--- config.mk ---
export PLATFORM = sky130hd
export DESIGN_NAME = ef_uart_wb_tx_arbiter
export DESIGN_NICKNAME = d
export VERILOG_FILES = /design/src/rtl/ef_uart_wb_tx_arbiter.sv
export SDC_FILE = /design/constraint.sdc
export NUM_CORES = 1
export LEC_CHECK = 0
export BUFFER_PORTS_ARGS = -buffer_cell sky130_fd_sc_hd__buf_4
export CAP_MARGIN = 20
export CORE_AREA = 3 3 92 85
export CTS_BUF_LIST = sky130_fd_sc_hd__clkbuf_8
export DETAILED_ROUTE_END_ITERATION = 12
export DIE_AREA = 0 0 95 88
export GPL_ROUTABILITY_DRIVEN = 0
export MAX_ROUTING_LAYER = met4
export PLACE_DENSITY = 0.79
export SYNTH_ARGS = -nofsm -noshare
export SYNTH_HDL_FRONTEND = slang
export SYNTH_SLANG_ARGS = --single-unit
--- constraint.sdc ---
create_clock -name clk_i -period 3 [get_ports clk_i]
set_clock_uncertainty 0.15 [all_clocks]
set_input_delay 0.6 -clock clk_i [delete_from_list [all_inputs] [get_ports clk_i]]
set_output_delay 0.6 -clock clk_i [all_outputs]
set_load 0.1 [all_outputs]
--- src/rtl/ef_uart_wb_tx_arbiter.sv ---
// ef_uart_wb_tx_arbiter: configures one EF_UART_wb over Wishbone after reset,
// then round-robin shares its TX FIFO among NUM_REQ byte requesters.
// Optional feature macro: WB_TIMEOUT_EN adds a bus-ack timeout and a sticky err_o.
module ef_uart_wb_tx_arbiter #(
    parameter int unsigned NUM_REQ  = 4,
    parameter int unsigned PRESCALE = 2,
    parameter int unsigned POLL_GAP = 4,
    parameter int unsigned TIMEOUT  = 255
) (
    input  logic                   clk_i,
    input  logic                   rst_i,
    input  logic [NUM_REQ-1:0]     req_valid,
    input  logic [8*NUM_REQ-1:0]   req_data,
    output logic [NUM_REQ-1:0]     req_ready,
    output logic [2:0]             grant_id,
    output logic                   busy,
    output logic                   init_done,
    output logic [31:0]            adr_o,
    output logic [31:0]            dat_o,
    input  logic [31:0]            dat_i,
    output logic [3:0]             sel_o,
    output logic                   cyc_o,
    output logic                   stb_o,
    output logic                   we_o,
`ifdef WB_TIMEOUT_EN
    output logic                   err_o,
`endif
    input  logic                   ack_i
);

    localparam int unsigned CNT_W = 16;
    localparam logic [31:0] ADR_DATA = 32'h0000_0000;
    localparam logic [31:0] ADR_PRE  = 32'h0000_0004;
    localparam logic [31:0] ADR_CTRL = 32'h0000_0100;
    localparam logic [31:0] ADR_RIS  = 32'h0000_0200;
    localparam logic [31:0] ADR_IM   = 32'h0000_0208;
    localparam logic [31:0] ADR_ICR  = 32'h0000_020C;

    typedef enum logic [3:0] {
        S_CFG_PRE, S_CFG_IM, S_CFG_ICR, S_CFG_CTRL,
        S_IDLE, S_POLL, S_CHECK, S_GAP, S_WRITE
    } state_t;

    state_t             r_state, w_state_nxt;
    logic               r_cyc, w_cyc_nxt;
    logic               r_we, w_we_nxt;
    logic [31:0]        r_adr, w_adr_nxt;
    logic [31:0]        r_dat, w_dat_nxt;
    logic [NUM_REQ-1:0] r_ready, w_ready_nxt;
    logic [2:0]         r_grant, w_grant_nxt;
    logic               r_busy, w_busy_nxt;
    logic               r_init, w_init_nxt;
    logic [2:0]         r_ptr, w_ptr_nxt;
    logic [7:0]         r_hold, w_hold_nxt;
    logic               r_full, w_full_nxt;
    logic [CNT_W-1:0]   r_gap, w_gap_nxt;

    logic               w_done, w_tmo, w_launch, w_l_we;
    logic [31:0]        w_l_adr, w_l_dat;
    logic [2:0]         w_ptr_adv;
    logic [NUM_REQ-1:0] w_rot;
    logic               w_found;
    logic [3:0]         w_sum;
    logic [2:0]         w_win;
    logic [7:0]         w_byte;

`ifdef WB_TIMEOUT_EN
    logic [CNT_W-1:0]   r_to_cnt, w_to_nxt;
    logic               r_err, w_err_nxt;
    logic               w_unused;
    assign w_unused = &{1'b0, dat_i[31:1]};
    assign w_tmo    = r_cyc & ~ack_i & (r_to_cnt == CNT_W'(TIMEOUT - 1));
    assign w_to_nxt = (r_cyc && !ack_i && !w_tmo) ? r_to_cnt + CNT_W'(1) : '0;
    assign w_err_nxt = r_err | w_tmo;
    assign err_o    = r_err;
`else
    logic               w_unused;
    assign w_unused = &{1'b0, dat_i[31:1], 32'(TIMEOUT)};
    assign w_tmo    = 1'b0;
`endif

    assign w_done    = r_cyc & ack_i;
    assign w_ptr_adv = (r_grant == 3'(NUM_REQ - 1)) ? 3'd0 : r_grant + 3'd1;

    assign cyc_o     = r_cyc;
    assign stb_o     = r_cyc;
    assign we_o      = r_we;
    assign adr_o     = r_adr;
    assign dat_o     = r_dat;
    assign sel_o     = 4'hF;
    assign req_ready = r_ready;
    assign grant_id  = r_grant;
    assign busy      = r_busy;
    assign init_done = r_init;

    // Round-robin winner: first valid requester at or after the pointer.
    always_comb begin
        w_rot   = NUM_REQ'({req_valid, req_valid} >> r_ptr);
        w_found = 1'b0;
        w_sum   = '0;
        w_win   = '0;
        for (int k = 0; k < NUM_REQ; k++) begin
            if (!w_found && w_rot[k]) begin
                w_found = 1'b1;
                w_sum   = 4'(r_ptr) + 4'(k);
                w_win   = (w_sum >= 4'(NUM_REQ)) ? 3'(w_sum - 4'(NUM_REQ)) : 3'(w_sum);
            end
        end
        w_byte = '0;
        for (int i = 0; i < NUM_REQ; i++) begin
            if (w_win == 3'(i)) w_byte = req_data[8*i +: 8];
        end
    end

    // Next-state and registered-output logic; bus strobes launch from a cycle with cyc low.
    always_comb begin
        w_state_nxt = r_state;
        w_cyc_nxt   = r_cyc;
        w_we_nxt    = r_we;
        w_adr_nxt   = r_adr;
        w_dat_nxt   = r_dat;
        w_ready_nxt = '0;
        w_grant_nxt = r_grant;
        w_busy_nxt  = r_busy;
        w_init_nxt  = r_init;
        w_ptr_nxt   = r_ptr;
        w_hold_nxt  = r_hold;
        w_full_nxt  = r_full;
        w_gap_nxt   = r_gap;
        w_launch    = 1'b0;
        w_l_we      = 1'b0;
        w_l_adr     = '0;
        w_l_dat     = '0;

        if (w_done || w_tmo) w_cyc_nxt = 1'b0;

        case (r_state)
            S_CFG_PRE: begin
                if (!r_cyc) begin
                    w_launch = 1'b1; w_l_we = 1'b1; w_l_adr = ADR_PRE; w_l_dat = 32'(PRESCALE);
                end else if (w_done) w_state_nxt = S_CFG_IM;
            end
            S_CFG_IM: begin
                if (!r_cyc) begin
                    w_launch = 1'b1; w_l_we = 1'b1; w_l_adr = ADR_IM; w_l_dat = 32'h0;
                end else if (w_done) w_state_nxt = S_CFG_ICR;
            end
            S_CFG_ICR: begin
                if (!r_cyc) begin
                    w_launch = 1'b1; w_l_we = 1'b1; w_l_adr = ADR_ICR; w_l_dat = 32'hFF;
                end else if (w_done) w_state_nxt = S_CFG_CTRL;
            end
            S_CFG_CTRL: begin
                if (!r_cyc) begin
                    w_launch = 1'b1; w_l_we = 1'b1; w_l_adr = ADR_CTRL; w_l_dat = 32'h7;
                end else if (w_done) begin
                    w_init_nxt  = 1'b1;
                    w_state_nxt = S_IDLE;
                end
            end
            S_IDLE: begin
                if (r_init && w_found) begin
                    w_ready_nxt[w_win] = 1'b1;
                    w_hold_nxt  = w_byte;
                    w_grant_nxt = w_win;
                    w_busy_nxt  = 1'b1;
                    w_state_nxt = S_POLL;
                end
            end
            S_POLL: begin
                if (!r_cyc) begin
                    w_launch = 1'b1; w_l_we = 1'b0; w_l_adr = ADR_RIS; w_l_dat = 32'h0;
                end else if (w_done) begin
                    w_full_nxt  = dat_i[0];
                    w_state_nxt = S_CHECK;
                end else if (w_tmo) begin
                    w_busy_nxt  = 1'b0;
                    w_ptr_nxt   = w_ptr_adv;
                    w_state_nxt = S_IDLE;
                end
            end
            S_CHECK: begin
                if (r_full) begin
                    w_gap_nxt   = '0;
                    w_state_nxt = S_GAP;
                end else begin
                    w_launch = 1'b1; w_l_we = 1'b1; w_l_adr = ADR_DATA; w_l_dat = {24'h0, r_hold};
                    w_state_nxt = S_WRITE;
                end
            end
            S_GAP: begin
                if (r_gap >= CNT_W'(POLL_GAP - 1)) w_state_nxt = S_POLL;
                else w_gap_nxt = r_gap + CNT_W'(1);
            end
            S_WRITE: begin
                if (!r_cyc) begin
                    w_launch = 1'b1; w_l_we = 1'b1; w_l_adr = ADR_DATA; w_l_dat = {24'h0, r_hold};
                end else if (w_done || w_tmo) begin
                    w_busy_nxt  = 1'b0;
                    w_ptr_nxt   = w_ptr_adv;
                    w_state_nxt = S_IDLE;
                end
            end
            default: w_state_nxt = S_CFG_PRE;
        endcase

        if (w_launch) begin
            w_cyc_nxt = 1'b1;
            w_we_nxt  = w_l_we;
            w_adr_nxt = w_l_adr;
            w_dat_nxt = w_l_dat;
        end
    end

    // State and output registers with synchronous reset.
    always_ff @(posedge clk_i) begin
        if (rst_i) begin
            r_state <= S_CFG_PRE;
            r_cyc   <= 1'b0;
            r_we    <= 1'b0;
            r_adr   <= '0;
            r_dat   <= '0;
            r_ready <= '0;
            r_grant <= '0;
            r_busy  <= 1'b0;
            r_init  <= 1'b0;
            r_ptr   <= '0;
            r_hold  <= '0;
            r_full  <= 1'b0;
            r_gap   <= '0;
`ifdef WB_TIMEOUT_EN
            r_to_cnt <= '0;
            r_err    <= 1'b0;
`endif
        end else begin
            r_state <= w_state_nxt;
            r_cyc   <= w_cyc_nxt;
            r_we    <= w_we_nxt;
            r_adr   <= w_adr_nxt;
            r_dat   <= w_dat_nxt;
            r_ready <= w_ready_nxt;
            r_grant <= w_grant_nxt;
            r_busy  <= w_busy_nxt;
            r_init  <= w_init_nxt;
            r_ptr   <= w_ptr_nxt;
            r_hold  <= w_hold_nxt;
            r_full  <= w_full_nxt;
            r_gap   <= w_gap_nxt;
`ifdef WB_TIMEOUT_EN
            r_to_cnt <= w_to_nxt;
            r_err    <= w_err_nxt;
`endif
        end
    end

endmodule

==> metrics, run 1 <==
HP Class reg -> reg; Vert. Die Dim 88 µm; Setup crit start kind register; number of standard cells in the layout, taps in and fillers out 523; number of antenna violations at the first check in global routing 0; worst-skew pair later-pin latency 0.30 ns; Max Transition Viols Final 0; Port Buffer Count 63; post-synth design cell area 3300 µm²; DR iter-0 viols 148; Via Count 2,626; data arrival at the endpoint of the critical path 2.70 ns; HPWL reported at the end of detailed placement 5.19 mm; slew at the pin closest to its max-slew limit 0.693 ns; hold buffers post-CTS 0; Layout Area Growth over Synthesis 12.2%; starting utilization of the core area 47.1%; CTS tree built; largest voltage drop on the vdd net 0.216 mV; Power Dens Cells 539 nW/µm²; primary flip-flop cell chosen by synthesis mapping sky130_fd_sc_hd__dfxtp_1; H-Tree Level Count 2; total leakage power 1.63 nW; Yosys warning count 0; fin worst setup slack 0.340 ns; cell count after placement 515; post-cts sizing count 0; remaining design rule violation count 0; CTS Root Buffer Type sky130_fd_sc_hd__clkbuf_8; net count of the finished layout 503; number of diodes added for antenna fixing 0; flops & latches, synth 55; unrepaired setup endpoints after global routing false; core box area 7000 µm²; total grt overflow 0; aggregate routed wire length 6.66 mm; length of routed met2 wiring 3.20 mm; Clock transition at path regs 0.09 ns; cell type contributing the most total cell area after synthesis sky130_fd_sc_hd__dfxtp_1; EDFF count, synth 0; Avg Vias per Cell 5.02; area occupied by registers 1100 µm²; Setup TNS 0 ns; WL met3 485 µm; portion of the clock cycle consumed by the worst path in the final layout 88.7%; upper clock frequency limit 376 MHz; proportion of register bits with asynchronous set or reset after synthesis 0%; max layer used met4; wire length of the first global-routing pass 10.9 mm; Die W 95 µm; clock period minus final worst setup slack 2.66 ns; worst max-slew margin expressed relative to the limit 53.7%; Mapped Cells 376; dominant cells by area after synthesis sky130_fd_sc_hd__dfxtp_1 (33%), sky130_fd_sc_hd__buf_4 (13%), sky130_fd_sc_hd__mux2i_1 (5.2%), sky130_fd_sc_hd__nor2_1 (4.3%), sky130_fd_sc_hd__a21oi_1 (3.5%); total iterations of the first detailed-routing run 4; type of the setup path with the least slack reg -> reg; number of primary I/O pins 151; Max Cap Violations 0; DRT met1 WL 2.87 mm; DP Worst Slack 0.257 ns; data required time of the worst path 3.04 ns; result of the run finished clean; area of combinational cells with multiple inputs 1800 µm²; Power Total 2.00 mW; die area 8360 µm²; GRT Resource Usage Total 16.8%; Filler Cell Count 663; CP Capture Type register; share of synthesized area occupied by flip-flops and latches 33.4%; Max FO, Critical Path 17; pin count of the biggest net entering global routing 31; average wire per cell in the routed design 12.7 µm; Post-Route Hold Slack 0.313 ns; endpoints failing setup 0; clock tree buffer depth 2; library cells used by synthesis 59; Post-Syn Area per Cell 8.77 µm²; clk sink count 55; Hold Fails Final Rpt 0; area fraction of the dominant cell type after synthesis 33.4%; layout cell share with drive strength beyond 1 24.2%; Worst R2R Setup Slack 0.34 ns; via count of the first global-routing pass 2,397; remaining number of nets flagged by the antenna check after routing 0; Inserted Clock Buffers 5; buffers inserted during post-CTS setup optimization 0; row cnt 29
==> area by class of cell <==
class	count	share of cell area [%]
Clock buffer	5	1.86
Clock inverter	3	1.72
Inverter	9	0.981
Multi-Input combinational cell	290	48.7
Sequential cell	55	29.8
Tap cell	93	3.15
Timing Repair Buffer	68	13.8
==> state kept, by name, summed over array words and instances (netlist names) <==
register and cells:
r_ptr 3, we_o 1, cyc_o 1, init_done 1, r_full 1, dat_o 8
adr_o 4, req_ready 4, r_state 4, r_hold 8, busy 1, r_gap 16
grant_id 3
==> per-stage QoR <==
stage / utilization (%) / instance area, µm²
2_1_floorplan: - / 3500
3_3_place_gp: 50.9 / 3570
3_5_place_dp: 50.9 / 3570
4_1_cts: 52.8 / 3700
5_1_grt: 52.8 / 3700
6_report: 52.8 / 3700
==> cell families after synthesis <==
kind of cell | share of synthesized area [%]
and+or+nand+nor | 21.5
buffers and inverters | 18.1
AOI/OAI and AO/OA | 18.7
DFF | 33.4
muxes | 6.41
adders and majority gates | 1.14
other | 0.228
xor gates and xnor gates | 0.531
==> path summary, 6_finish.rpt <==
check,cells past startpoint,end,from
min reg2reg,1,r_gap[10],r_gap[10]
max,7,r_hold[2],r_ptr[0]
min,1,r_gap[10],r_gap[10]
max reg2reg,7,r_hold[2],r_ptr[0]
==> per-layer routing <==
metal,vias up,global-route usage (%)
met2,104,25.8
met5,-,-
met1,1193,22.3
met3,10,3.01
met4,0,5.50
li1,1319,-
==> cell usage after synthesis (3+ instances only) <==
cell type / n
sky130_fd_sc_hd__nor3b_1: 3
sky130_fd_sc_hd__nor3_1: 16
sky130_fd_sc_hd__a21oi_1: 23
sky130_fd_sc_hd__nor2_1: 38
sky130_fd_sc_hd__buf_6: 5
sky130_fd_sc_hd__nand2_1: 15
sky130_fd_sc_hd__mux2i_1: 17
sky130_fd_sc_hd__and4_1: 9
sky130_fd_sc_hd__and2_1: 16
sky130_fd_sc_hd__buf_2: 3
sky130_fd_sc_hd__clkbuf_1: 7
sky130_fd_sc_hd__ha_1: 3
sky130_fd_sc_hd__nand2b_1: 5
sky130_fd_sc_hd__nor2b_1: 8
sky130_fd_sc_hd__buf_4: 58
sky130_fd_sc_hd__dfxtp_1: 55
sky130_fd_sc_hd__o21ai_0: 6
sky130_fd_sc_hd__o31a_2: 8
sky130_fd_sc_hd__inv_1: 8
sky130_fd_sc_hd__or2_2: 4
sky130_fd_sc_hd__o211ai_2: 8
sky130_fd_sc_hd__o211ai_1: 9
sky130_fd_sc_hd__a31oi_1: 3
==> worst max-delay path: stages (launching register included) <==
cell and delay (ns):
sky130_fd_sc_hd__dfxtp_1 0.67, sky130_fd_sc_hd__nand2_2 0.07, sky130_fd_sc_hd__a211o_1 0.34, sky130_fd_sc_hd__o2111a_1 0.37, sky130_fd_sc_hd__nor3_4 0.32, sky130_fd_sc_hd__buf_4 0.25
sky130_fd_sc_hd__mux2i_1 0.28, sky130_fd_sc_hd__o211ai_2 0.10
==> cells in the final DEF, fill, tap and decap left out, drive strengths merged, types with 3 or more instances in the layout <==
cell / n
inv: 10
a31oi: 3
or2: 4
o211ai: 17
conb: 56
nor2: 39
nor2b: 8
a21oi: 23
clkbuf: 5
nor3: 19
nand2: 16
ha: 3
dfxtp: 55
and2: 16
o31a: 8
nand2b: 5
mux2i: 17
o21ai: 6
and4: 9
buf: 68
nor3b: 3
==> where the power goes <==
group / internal (mW) / total (mW) / switching, mW
combinational: 0.119 / 0.670 / 0.551
clock: 0.330 / 0.554 / 0.224
sequential: 0.750 / 0.772 / 0.0216
Power figures use the tool's default switching activity.
==> run 2, diff against run 1 <==
--- a/config.mk
+++ b/config.mk
@@ -5,12 +5,13 @@
 export SDC_FILE = /design/constraint.sdc
 export NUM_CORES = 1
 export LEC_CHECK = 0
+export ABC_AREA = 1
 export BUFFER_PORTS_ARGS = -buffer_cell sky130_fd_sc_hd__buf_4
 export CAP_MARGIN = 20
-export CORE_AREA = 3 3 92 85
+export CORE_AREA = 3 3 91 85
 export CTS_BUF_LIST = sky130_fd_sc_hd__clkbuf_8
 export DETAILED_ROUTE_END_ITERATION = 12
-export DIE_AREA = 0 0 95 88
+export DIE_AREA = 0 0 94 88
 export GPL_ROUTABILITY_DRIVEN = 0
 export MAX_ROUTING_LAYER = met4
 export PLACE_DENSITY = 0.79
==> metrics, run 2 <==
endpoints failing setup 0; die area 8270 µm²; core box area 6890 µm²; Die W 94 µm; total grt overflow 0; via count of the first global-routing pass 2,614; Post-Route Hold Slack 0.298 ns; number of primary I/O pins 151; dominant cells by area after synthesis sky130_fd_sc_hd__dfxtp_1 (34%), sky130_fd_sc_hd__buf_4 (13%), sky130_fd_sc_hd__nand2_1 (10%), sky130_fd_sc_hd__nand3_1 (6.0%), sky130_fd_sc_hd__inv_1 (5.9%); worst-skew pair later-pin latency 0.31 ns; Max FO, Critical Path 11; hold buffers post-CTS 0; proportion of register bits with asynchronous set or reset after synthesis 0%; GRT Resource Usage Total 17.2%; top cells by instance count after synthesis sky130_fd_sc_hd__nand2_1 (87), sky130_fd_sc_hd__buf_4 (57), sky130_fd_sc_hd__dfxtp_1 (55); primary flip-flop cell chosen by synthesis mapping sky130_fd_sc_hd__dfxtp_1; Vert. Die Dim 88 µm; fin worst setup slack 0.483 ns; clk sink count 55; Setup TNS 0 ns; library cells used by synthesis 38; CTS tree built; top library cells by usage in the layout, fill and taps aside sky130_fd_sc_hd__nand2_1 (87), sky130_fd_sc_hd__buf_4 (64), sky130_fd_sc_hd__conb_1 (56), sky130_fd_sc_hd__dfxtp_1 (55), sky130_fd_sc_hd__inv_1 (51); Max Cap Violations 0; buffers inserted during post-CTS setup optimization 0; Power Dens Cells 488 nW/µm²; net count of the finished layout 585; Layout Area Growth over Synthesis 11.2%; Inserted Clock Buffers 5; area fraction of the dominant cell type after synthesis 33.7%; utilization after layout 52.7%; slew at the pin closest to its max-slew limit 0.753 ns; layout cell share with drive strength beyond 1 22.1%; total iterations of the first detailed-routing run 4; remaining design rule violation count 0; cell area reported after detailed placement 3550 µm²; unrepaired setup endpoints after global routing false; number of diodes added for antenna fixing 0; Clock transition at path regs 0.10 ns; Mapped Cells 456; Post-Syn Area per Cell 7.17 µm²; DP Worst Slack 0.329 ns; cell type contributing the most total cell area after synthesis sky130_fd_sc_hd__dfxtp_1; type of the setup path with the least slack reg -> reg; CTS Root Buffer Type sky130_fd_sc_hd__clkbuf_8; cell area after layout 3630 µm²; Setup crit start kind register; clock period minus final worst setup slack 2.52 ns; largest voltage drop on the vdd net 0.225 mV; pin count of the biggest net entering global routing 41; Yosys warning count 0; Avg Vias per Cell 4.69; result of the run finished clean; path depth of the worst reg2reg path 12; CP Capture Type register; clock tree buffer depth 2; max FFs per register 16; Port Buffer Count 63; total leakage power 1.74 nW; EDFF count, synth 0; Worst Hold Depth 2; number of antenna violations at the first check in global routing 0; aggregate routed wire length 6.93 mm; DR iter-0 viols 96; flops & latches, synth 55; commonest non-fill, non-tap cell in the layout sky130_fd_sc_hd__nand2_1; most repeated cell in the gate-level netlist after synthesis sky130_fd_sc_hd__nand2_1; remaining number of nets flagged by the antenna check after routing 0; Filler Cell Count 691; data arrival at the endpoint of the critical path 2.62 ns; row cnt 29; wire length of the first global-routing pass 11.2 mm; Max Transition Viols Final 0; post-cts sizing count 0; post-synth design cell area 3270 µm²; HP Class reg -> reg; worst max-slew margin expressed relative to the limit 49.6%; share of synthesized area occupied by flip-flops and latches 33.7%; average wire per cell in the routed design 11.4 µm; starting utilization of the core area 47.4%; Hold Fails Final Rpt 0; Largest Register r_gap; H-Tree Level Count 2; HPWL reported at the end of detailed placement 5.37 mm; upper clock frequency limit 397 MHz; data required time of the worst path 3.10 ns; portion of the clock cycle consumed by the worst path in the final layout 83.9%; Via Count 2,840
run 2: cell types whose count changed in the layout (fill, tap and decap cells not counted), sizes merged, moves of 9 or more:
cell    before  now
inv         10   56
a21oi       23   38
o211ai      17    1
nand2       16   93
and2        16    0
nand3        1   43
mux2i       17    0
and4         9    0
o21ai        6   20
run 2: area by class of cell:
class / count / area (µm²) / area share [%]
Clock buffer: 5 / 68.8 / 1.89
Clock inverter: 3 / 20.0 / 0.551
Inverter: 56 / 215 / 5.92
Multi-Input combinational cell: 329 / 1630 / 44.9
Sequential cell: 55 / 1100 / 30.3
Tap cell: 93 / 116 / 3.20
Timing Repair Buffer: 64 / 480 / 13.2
run 2: logic make-up after synthesis:
family | share of synthesized area [%]
other | 0.230
and+or+nand+nor | 29.8
AOI/OAI and AO/OA | 12.6
DFF | 33.7
buffers and inverters | 22.6
adders and majority gates | 1.15
run 2: critical path, stage by stage, from the launching register on:
cell and delay (ns):
sky130_fd_sc_hd__dfxtp_1 0.54, sky130_fd_sc_hd__inv_6 0.10, sky130_fd_sc_hd__nand2_2 0.10, sky130_fd_sc_hd__nand2_1 0.06, sky130_fd_sc_hd__nand2_1 0.06, sky130_fd_sc_hd__nand3_1 0.15, sky130_fd_sc_hd__nand4_4 0.14, sky130_fd_sc_hd__nor2_1 0.05
sky130_fd_sc_hd__nor2_1 0.60, sky130_fd_sc_hd__nand3_1 0.18, sky130_fd_sc_hd__nand3_1 0.14, sky130_fd_sc_hd__nand2_1 0.08, sky130_fd_sc_hd__a21oi_2 0.11
run 2: routing by layer:
layer  up-vias  share of wire, %  GRT usage (%)
li1       1464                 -              -
met1      1270                42           19.1
met2        99                50           31.0
met3         7               6.9           3.78
met4         0               1.3           4.86
met5         -                 0              -
run 2: final timing paths:
path / start / to / slack, ns
worst max-delay path: r_ptr[0] / r_hold[2] / 0.48
worst min-delay path: r_gap[12] / r_gap[12] / 0.30
worst max register to register: r_ptr[0] / r_hold[2] / 0.48
worst min register to register: r_gap[12] / r_gap[12] / 0.30
run 2: metrics by stage:
stage / std cells / total power [mW]
final: 605 / 1.77
after detailed placement: 597 / 1.38
after global placement: 597 / 1.37
after CTS: 605 / 1.78
after global routing: 605 / 1.84
after floorplan: 510 / 1.36
run 2: power by group:
part,leakage [nW],internal (mW),switching (mW)
sequential,0.445,0.745,0.0116
combinational,1.25,0.0899,0.517
clock,0.0402,0.163,0.246
==> run 3, diff against run 2 <==
--- a/config.mk
+++ b/config.mk
@@ -8,13 +8,13 @@
 export ABC_AREA = 1
 export BUFFER_PORTS_ARGS = -buffer_cell sky130_fd_sc_hd__buf_4
 export CAP_MARGIN = 20
-export CORE_AREA = 3 3 91 85
+export CORE_AREA = 3 3 95 88
 export CTS_BUF_LIST = sky130_fd_sc_hd__clkbuf_8
 export DETAILED_ROUTE_END_ITERATION = 12
-export DIE_AREA = 0 0 94 88
+export DIE_AREA = 0 0 98 91
 export GPL_ROUTABILITY_DRIVEN = 0
 export MAX_ROUTING_LAYER = met4
-export PLACE_DENSITY = 0.79
+export PLACE_DENSITY = 0.77
 export SYNTH_ARGS = -nofsm -noshare
 export SYNTH_HDL_FRONTEND = slang
 export SYNTH_SLANG_ARGS = --single-unit
==> constraint.sdc (replaced) <==
create_clock -name clk_i -period 2.18 [get_ports clk_i]
set_clock_uncertainty 0.15 [all_clocks]
set_input_delay 0.436 -clock clk_i [delete_from_list [all_inputs] [get_ports clk_i]]
set_output_delay 0.436 -clock clk_i [all_outputs]
set_load 0.1 [all_outputs]
==> metrics, run 3 (synthesis results as in run 2) <==
total grt overflow 0; clock period minus final worst setup slack 2.05 ns; internal portion of total power 1.42 mW; Post-Route Hold Slack 0.257 ns; portion of the clock cycle consumed by the worst path in the final layout 94.0%; CP Capture Type register; cell count after placement 609; row cnt 30; Largest Register r_gap; Critical Path Max Stage Delay 0.39 ns; Clock transition at path regs 0.11 ns; wire length of the first global-routing pass 11.3 mm; Setup crit start kind register; GRT Resource Usage Total 15.4%; Power Dens Cells 651 nW/µm²; WP buf/inv 2; HP Class in -> reg; via count of the first global-routing pass 2,559; Max FO, Critical Path 8; total leakage power 1.86 nW; Vert. Die Dim 91 µm; Hold Fails Final Rpt 0; largest voltage drop on the vdd net 0.258 mV; part of the total power dissipated in sequential elements 41.1%; number of standard cells in the layout, taps in and fillers out 627; Port Buffer Count 63; upper clock frequency limit 488 MHz; number of antenna violations at the first check in global routing 0; aggregate routed wire length 7.35 mm; kind of cell adding the most delay to the critical path simple AND/OR/NAND/NOR gates; area of combinational cells with multiple inputs 1690 µm²; HPWL reported at the end of detailed placement 5.49 mm; part of the power in combinational logic 34.5%; max FFs per register 16; Layout Area Growth over Synthesis 18.6%; top library cells by usage in the layout, fill and taps aside sky130_fd_sc_hd__nand2_1 (87), sky130_fd_sc_hd__buf_4 (79), sky130_fd_sc_hd__conb_1 (56), sky130_fd_sc_hd__inv_1 (51), sky130_fd_sc_hd__dfxtp_1 (51); Max Transition Viols Final 0; DR iter-0 viols 146; starting utilization of the core area 43.8%; data required time of the worst path 2.23 ns; Max Cap Violations 0; clk sink count 55; hold buffers post-CTS 0; remaining design rule violation count 0; Avg Vias per Cell 4.64; Worst path most repeated cell sky130_fd_sc_hd__nand2_1; CTS Root Buffer Type sky130_fd_sc_hd__clkbuf_8; H-Tree Level Count 2; clock tree buffer depth 2; CTS tree built; power dissipated by switching net loads 1.11 mW; data arrival at the endpoint of the critical path 2.10 ns; layout cell share with drive strength beyond 1 26.6%; total iterations of the first detailed-routing run 4; type of the setup path with the least slack reg -> reg; average wire per cell in the routed design 11.7 µm; pin count of the biggest net entering global routing 40; sequence of cells on the critical path inv_4, nor2_4, nand3_2, nand3_4, nor2_2, nand2_1, nand2_1, nor2_4, nand2_4, clkbuf_4, o21ai_2, nand3_1, nand2_1, a21oi_2; die area 8920 µm²; Inserted Clock Buffers 5; clock network fraction of total power 24.4%; remaining number of nets flagged by the antenna check after routing 0; endpoints failing setup 0; Via Count 2,911; Power Total 2.52 mW; cell type of the slowest stage on the worst timing path sky130_fd_sc_hd__dfxtp_4; Filler Cell Count 721; net count of the finished layout 604; commonest non-fill, non-tap cell in the layout sky130_fd_sc_hd__nand2_1; worst-skew pair later-pin latency 0.32 ns; area occupied by registers 1110 µm²; Setup TNS 0 ns; result of the run finished clean; number of primary I/O pins 151; core box area 7470 µm²; number of diodes added for antenna fixing 0; Die W 98 µm; Switching Share 43.8%
[run 3: timing repair]
item                                    in CTS  in global routing
setup buffers                                1                  8
endpoints found under the setup margin       8                 19
gates resized for setup                      0                 15
pin swaps                                    1                  4
cloned                                       0                  1
[run 3: metal layers]
| layer | part of all wire, % | vias up | global-route usage (%) | wire length, µm |
|---|---|---|---|---|
| li1 | - | 1506 | - | - |
| met1 | 43 | 1306 | 18.9 | 3190 |
| met2 | 50 | 95 | 26.1 | 3700 |
| met3 | 5.7 | 4 | 3.00 | 417 |
| met4 | 0.57 | 0 | 4.04 | 42 |
| met5 | 0 | - | - | 0 |
[run 3: area by class of cell]
class,count,area share [%]
tap,96,3.10
clock inverter,3,0.806
inverter,56,5.61
multi-input combinational,330,43.5
clock buffer,5,1.77
timing repair buffer,82,16.5
sequential,55,28.6
[run 3: worst paths after layout]
kind | from | end | slack (ns) | depth (start not counted)
worst min-delay path | dat_i[0] | r_full | 0.26 | 3
worst min register to register | r_gap[12] | r_gap[12] | 0.30 | 2
worst max-delay path | r_ptr[1] | r_hold[1] | 0.13 | 14
worst max register to register | r_ptr[1] | r_hold[1] | 0.13 | 14
[run 3: per-stage QoR]
| stage | utilization [%] | area (µm²) | worst slack [ns] |
|---|---|---|---|
| floorplan | - | 3470 | 0.159 |
| global placement | 48.6 | 3630 | -0.0678 |
| detailed placement | 48.6 | 3630 | -0.0892 |
| CTS | 50.2 | 3750 | 0.00161 |
| global route | 51.9 | 3880 | -0.0525 |
| finish | 51.9 | 3880 | 0.132 |
[run 3: power by group through the flow]
stage	registers [mW]	logic, mW	clock network [mW]
after global routing	1.04	0.908	0.676
after floorplan	1.19	0.676	0
after CTS	1.04	0.843	0.641
after global placement	1.06	0.833	0
after detailed placement	1.06	0.838	0
final	1.04	0.870	0.616
[run 3: worst min-delay path: cells and delay by family]
family                 cells  cell delay [ns]
AOI/OAI and AO/OA          2             0.17
buffers and inverters      1             0.08
